===== src/rtl/mc_pkg.sv =====
// Shared encodings for the multi-cycle MIPS main control.
// State codes, opcodes, ALU op codes and datapath select values.
package mc_pkg;

  typedef enum logic [3:0] {
    S_FETCH     = 4'd0,
    S_DECODE    = 4'd1,
    S_MEM_ADDR  = 4'd2,
    S_MEM_READ  = 4'd3,
    S_MEM_WB    = 4'd4,
    S_MEM_WRITE = 4'd5,
    S_EXECUTE   = 4'd6,
    S_ALU_WB    = 4'd7,
    S_BRANCH    = 4'd8,
    S_ADDI_EX   = 4'd9,
    S_ADDI_WB   = 4'd10,
    S_JUMP      = 4'd11
  } state_t;

  localparam logic [5:0] OP_RTYPE = 6'b000000;
  localparam logic [5:0] OP_LW    = 6'b100011;
  localparam logic [5:0] OP_SW    = 6'b101011;
  localparam logic [5:0] OP_BEQ   = 6'b000100;
  localparam logic [5:0] OP_ADDI  = 6'b001000;
  localparam logic [5:0] OP_J     = 6'b000010;

  localparam logic [1:0] ALUOP_ADD   = 2'b00;
  localparam logic [1:0] ALUOP_SUB   = 2'b01;
  localparam logic [1:0] ALUOP_FUNCT = 2'b10;
  localparam logic [1:0] ALUOP_ADDI  = 2'b11;

  localparam logic [1:0] SRCB_REG    = 2'b00;
  localparam logic [1:0] SRCB_FOUR   = 2'b01;
  localparam logic [1:0] SRCB_IMM    = 2'b10;
  localparam logic [1:0] SRCB_IMM_SH = 2'b11;

  localparam logic [1:0] PCSRC_ALU    = 2'b00;
  localparam logic [1:0] PCSRC_ALUOUT = 2'b01;
  localparam logic [1:0] PCSRC_JUMP   = 2'b10;

endpackage


===== src/rtl/mc_main_control_retire.sv =====
// Retired-instruction counter for the main control.
// Wraps from all-ones back to zero.
module mc_retire_counter #(
  parameter int unsigned W = 16
) (
  input  logic         clk,
  input  logic         rst_n,
  input  logic         en,
  output logic [W-1:0] count
);

  // count one retirement per enabled edge
  always_ff @(posedge clk or negedge rst_n) begin
    if (!rst_n) count <= '0;
    else if (en) count <= count + 1'b1;
  end

endmodule


===== src/rtl/mc_main_control.sv =====
// Main control FSM for the multi-cycle MIPS datapath.
// Optional jump support is enabled by defining MC_JUMP_EN.
module mc_main_control
  import mc_pkg::*;
#(
  parameter int unsigned RETIRE_W = 16
) (
  input  logic                clk,
  input  logic                rst_n,
  input  logic [5:0]          opcode,
  input  logic                mem_ready,
  output logic                pc_write,
  output logic                pc_write_cond,
  output logic [1:0]          pc_source,
  output logic                i_or_d,
  output logic                mem_read,
  output logic                mem_write,
  output logic                ir_write,
  output logic                reg_dst,
  output logic                mem_to_reg,
  output logic                reg_write,
  output logic                alu_src_a,
  output logic [1:0]          alu_src_b,
  output logic [1:0]          alu_operation,
  output logic                illegal_op,
  output logic [RETIRE_W-1:0] retired,
  output logic [3:0]          state
);

  state_t state_q;
  state_t state_d;
  logic   op_known;
  logic   retire_en;

  assign state = state_q;

  // state register; reset aborts any instruction
  always_ff @(posedge clk or negedge rst_n) begin
    if (!rst_n) state_q <= S_FETCH;
    else state_q <= state_d;
  end

  // opcodes this build can execute
  always_comb begin
    op_known = 1'b0;
    case (opcode)
      OP_LW,
      OP_SW,
      OP_RTYPE,
      OP_BEQ,
      OP_ADDI: op_known = 1'b1;
`ifdef MC_JUMP_EN
      OP_J:    op_known = 1'b1;
`endif
      default: op_known = 1'b0;
    endcase
  end

  // next-state sequencing
  always_comb begin
    state_d = S_FETCH;
    case (state_q)
      S_FETCH:
        state_d = mem_ready ? S_DECODE : S_FETCH;
      S_DECODE: begin
        case (opcode)
          OP_LW,
          OP_SW:    state_d = S_MEM_ADDR;
          OP_RTYPE: state_d = S_EXECUTE;
          OP_BEQ:   state_d = S_BRANCH;
          OP_ADDI:  state_d = S_ADDI_EX;
`ifdef MC_JUMP_EN
          OP_J:     state_d = S_JUMP;
`endif
          default:  state_d = S_FETCH;
        endcase
      end
      S_MEM_ADDR:
        state_d = (opcode == OP_LW) ? S_MEM_READ
                                    : S_MEM_WRITE;
      S_MEM_READ:
        state_d = mem_ready ? S_MEM_WB : S_MEM_READ;
      S_MEM_WRITE:
        state_d = mem_ready ? S_FETCH : S_MEM_WRITE;
      S_EXECUTE: state_d = S_ALU_WB;
      S_ADDI_EX: state_d = S_ADDI_WB;
      default:   state_d = S_FETCH;
    endcase
  end

  // datapath controls decoded from state
  always_comb begin
    pc_write      = 1'b0;
    pc_write_cond = 1'b0;
    pc_source     = PCSRC_ALU;
    i_or_d        = 1'b0;
    mem_read      = 1'b0;
    mem_write     = 1'b0;
    ir_write      = 1'b0;
    reg_dst       = 1'b0;
    mem_to_reg    = 1'b0;
    reg_write     = 1'b0;
    alu_src_a     = 1'b0;
    alu_src_b     = SRCB_REG;
    alu_operation = ALUOP_ADD;
    illegal_op    = 1'b0;
    retire_en     = 1'b0;
    case (state_q)
      S_FETCH: begin
        mem_read  = 1'b1;
        alu_src_b = SRCB_FOUR;
        pc_write  = mem_ready;
        ir_write  = mem_ready;
      end
      S_DECODE: begin
        alu_src_b  = SRCB_IMM_SH;
        illegal_op = ~op_known;
      end
      S_MEM_ADDR: begin
        alu_src_a = 1'b1;
        alu_src_b = SRCB_IMM;
      end
      S_MEM_READ: begin
        mem_read = 1'b1;
        i_or_d   = 1'b1;
      end
      S_MEM_WB: begin
        reg_write  = 1'b1;
        mem_to_reg = 1'b1;
        retire_en  = 1'b1;
      end
      S_MEM_WRITE: begin
        mem_write = 1'b1;
        i_or_d    = 1'b1;
        retire_en = mem_ready;
      end
      S_EXECUTE: begin
        alu_src_a     = 1'b1;
        alu_operation = ALUOP_FUNCT;
      end
      S_ALU_WB: begin
        reg_write = 1'b1;
        reg_dst   = 1'b1;
        retire_en = 1'b1;
      end
      S_BRANCH: begin
        alu_src_a     = 1'b1;
        alu_operation = ALUOP_SUB;
        pc_write_cond = 1'b1;
        pc_source     = PCSRC_ALUOUT;
        retire_en     = 1'b1;
      end
      S_ADDI_EX: begin
        alu_src_a     = 1'b1;
        alu_src_b     = SRCB_IMM;
        alu_operation = ALUOP_ADDI;
      end
      S_ADDI_WB: begin
        reg_write = 1'b1;
        retire_en = 1'b1;
      end
`ifdef MC_JUMP_EN
      S_JUMP: begin
        pc_write  = 1'b1;
        pc_source = PCSRC_JUMP;
        retire_en = 1'b1;
      end
`endif
      default: ;
    endcase
  end

  mc_retire_counter #(
    .W(RETIRE_W)
  ) u_retire (
    .clk  (clk),
    .rst_n(rst_n),
    .en   (retire_en),
    .count(retired)
  );

endmodule


===== config.mk =====
export PLATFORM = sky130hd
export DESIGN_NAME = mc_main_control
export DESIGN_NICKNAME = d
export VERILOG_FILES = /design/src/rtl/mc_pkg.sv /design/src/rtl/mc_main_control_retire.sv /design/src/rtl/mc_main_control.sv
export SDC_FILE = /design/constraint.sdc
export NUM_CORES = 1
export LEC_CHECK = 0
export BUFFER_PORTS_ARGS = -buffer_cell sky130_fd_sc_hd__buf_4
export CELL_PAD_IN_SITES_DETAIL_PLACEMENT = 1
export CELL_PAD_IN_SITES_GLOBAL_PLACEMENT = 1
export CORE_MARGIN = 2
export CORE_UTILIZATION = 28
export DETAILED_ROUTE_END_ITERATION = 12
export HOLD_SLACK_MARGIN = 0.15
export PLACE_DENSITY_LB_ADDON = 0.1
export SKIP_CTS_REPAIR_TIMING = 1
export SKIP_LAST_GASP = 1
export SLEW_MARGIN = 25
export SYNTH_ARGS = -nofsm -noshare
export SYNTH_HDL_FRONTEND = slang
export SYNTH_SLANG_ARGS = --single-unit

===== constraint.sdc =====
create_clock -name clk -period 2.8 [get_ports clk]
set_input_delay 0.56 -clock clk [delete_from_list [all_inputs] [get_ports clk]]
set_output_delay 0.56 -clock clk [all_outputs]
set_load 0.02 [all_outputs]

==> results.toml <==
[final_layout]
area_growth_pct = 28.49
design_area_mm2 = 0.001648
drive_above_1_share_pct = 31.98
regArea_um2 = 500.5
fin_nets = 184
nFillCells = 519
diodes = 0
multi_input_area_um2 = 699.4

[routing]
vias = 1111
routedWlPerCell_um = 14.32
drcViolationCount = 0
firstDrtPassIters = 3
totalWireLength_um = 3208
via_per_inst = 4.960
antenna_left = 0
first_iter_violations = 61

[logic_synthesis]
synthTopCellsByArea = "dfrtp_1 39%, xor2_1 8.9%, nor3_1 5.5%"
netlist_top_cells_count = "20 x dfrtp_1, 14 x nor3_1, 13 x xor2_1, 9 x nor2_1, 8 x nand2_1"
async_flop_share_pct = 100.0
synth_edf_count = 0
syn_nets = 146
netlist_area_mm2 = 0.001282
yosysSeqAreaShare_pct = 39.02
avgSynthCellArea_um2 = 9.430
synth.most_common_cell = "dfrtp_1"
synth_warnings = 0
synth-seq-cells = 20
synth_cell_type_count = 39
synthCells = 136
dominantRegCellSynth = "dfrtp_1"
yosysTopAreaCellShare_pct = 39.02
synth.largest_area_cell = "dfrtp_1"

[clocking]
cts_tree = "yes"
cts_inserted_buffers = 3
htreeDepth = 1
cts.sinks = 20
clk_latency_ns = 0.25
root_buffer = "clkbuf_8"
clockBufferDepth = 2
clk_pin_slew_ns = 0.07

[timing]
finalCriticalPeriod_ns = 2.360
tns_ns = 0
hold_viol = 0
relSlewSlack_pct = 63.64
finalMaxSlewViolations = 0
fmax_mhz = 423.8
setup_slack_ns = 0.4404
min_period_over_period_pct = 84.27
setup_violations = 0
hold_ws_ns = 0.1743
finClkSkew_ns = 0.002562
worst_pin_slew_ns = 0.5454
rsz0062_at_grt = "false"

[floorplan]
num_rows = 24
io_pins = 46
core_area_mm2 = 0.004384
start_util_pct = 29.25
dieWidth_um = 71.68
die_area_mm2 = 0.005137
die_y_um = 71.68

[place]
numPortBuffers = 44
placed_area_mm2 = 0.001607
gp_congestion = 0.7334
hpwl_um = 2450
preCtsSetupSlack_ns = 0.7173

[setup_path]
cp-start-kind = "register"
critPathArrivalTime_ns = 1.80
required_ns = 2.24
path_max_fanout = 16
path_class = "register to output port"
timing.critical_path.to_type = "output port"

[pwr]
switchingPower_uw = 277.1
total_power_uw = 807.9
peakVddDrop_v = 0.0003748
internal_power_uw = 530.8
p_per_area_mw_per_mm2 = 490.3
seqPwrFrac_pct = 44.6
p_sw_share_pct = 34.30
power_frac_comb_pct = 32.8
p_clk_share_pct = 22.7
p_leak_nw = 0.8213

[grt]
grt_max_degree = 21
antenna_found_initial = 0
gr-total-overflow = 0
grt_usage_pct = 13.22
grt_pass1_wl_um = 5568
grt_pass1_vias = 1146

[run]
maxCapViolCount = 0

[hold_path]
hold_path_class = "input pin to async pin"

[outcome]
status = "finished clean"
[per-stage QoR]
stage	std cells	utilization (%)
final	224	37.59
after global routing	224	37.59
after CTS	224	37.59
after detailed placement	221	36.64
after global placement	221	36.64
after floorplan	136	-
[worst paths after layout]
| check | startpoint | to | slack [ns] | cells after the start |
|---|---|---|---|---|
| max reg2reg | state[1] | u_retire.count[1] | 0.81 | 3 |
| min in group clk | u_retire.count[15] | u_retire.count[15] | 0.47 | 1 |
| max | state[2] | pc_write | 0.44 | 3 |
| min reg2reg | u_retire.count[15] | u_retire.count[15] | 0.47 | 1 |
| min | rst_n | u_retire.count[13] | 0.17 | 1 |
| max in group asynchronous | rst_n | state[3] | 2.41 | 1 |
[power by group through the flow]
stage | Combinational, mW | Sequential (mW) | Clock (mW)
6_report | 0.265 | 0.360 | 0.183
5_1_grt | 0.288 | 0.367 | 0.207
4_1_cts | 0.272 | 0.361 | 0.195
3_5_place_dp | 0.270 | 0.366 | 0
3_3_place_gp | 0.264 | 0.364 | 0
2_1_floorplan | 0.141 | 0.384 | 0
[placed cells by master (no fill, tap or decap), types with 2 or more instances in the layout]
cell type  count
dfrtp_1       20
xor2_1        13
nor3_1        14
clkbuf_8       3
nor4b_1        4
nand4_1        3
nor4_1         2
nor2_1         9
nor3b_1        3
nand2_1        8
mux2_2         2
buf_4         44
nand2b_1       7
o22a_1         2
inv_1          3
xnor2_1        4
nand3_1        3
o21bai_1       2
and4_1         2
a21oi_1        4
o22ai_1        3
[critical path, cell delays in order, from the launching register on]
cell and delay, ns:
dfrtp_1 0.55, or2_2 0.38, nor4b_1 0.40, buf_4 0.22
[flip-flops by register name, summed over array words and instances, names as in the netlist]
| name | flops |
|---|---|
| state | 4 |
| u_retire.count | 16 |
[area by class of cell]
| cell class | count | area share, % |
|---|---|---|
| multi-input cells | 102 | 42.44 |
| flip-flops and latches | 20 | 30.37 |
| repair buffers | 44 | 20.05 |
| well taps | 52 | 3.948 |
| clock buffers | 3 | 2.506 |
| inverters | 3 | 0.6834 |
[cells by family (layout without fill, tap and decap cells)]
logic type | after synthesis | in the layout | share of synthesized area, %
AO/OA/AOI/OAI | 16 | 16 | 9.756
XOR/XNOR | 17 | 17 | 11.61
adder cells (fa/ha/maj) | 1 | 1 | 0.9755
buffers and inverters | 14 | 50 | 6.439
flip-flops | 20 | 20 | 39.02
multiplexers | 3 | 3 | 2.926
other | 1 | 1 | 0.2924
AND/OR/NAND/NOR | 64 | 64 | 28.98
[per-layer routing]
metal  track usage (%)  up-vias  wire, um
met2             22.02       25      1531
met4             1.887        0         8
met1             17.45      539      1511
met5                 0        -         0
li1                  -      545         -
met3             3.797        2       157
Power figures use the tool's default switching activity.
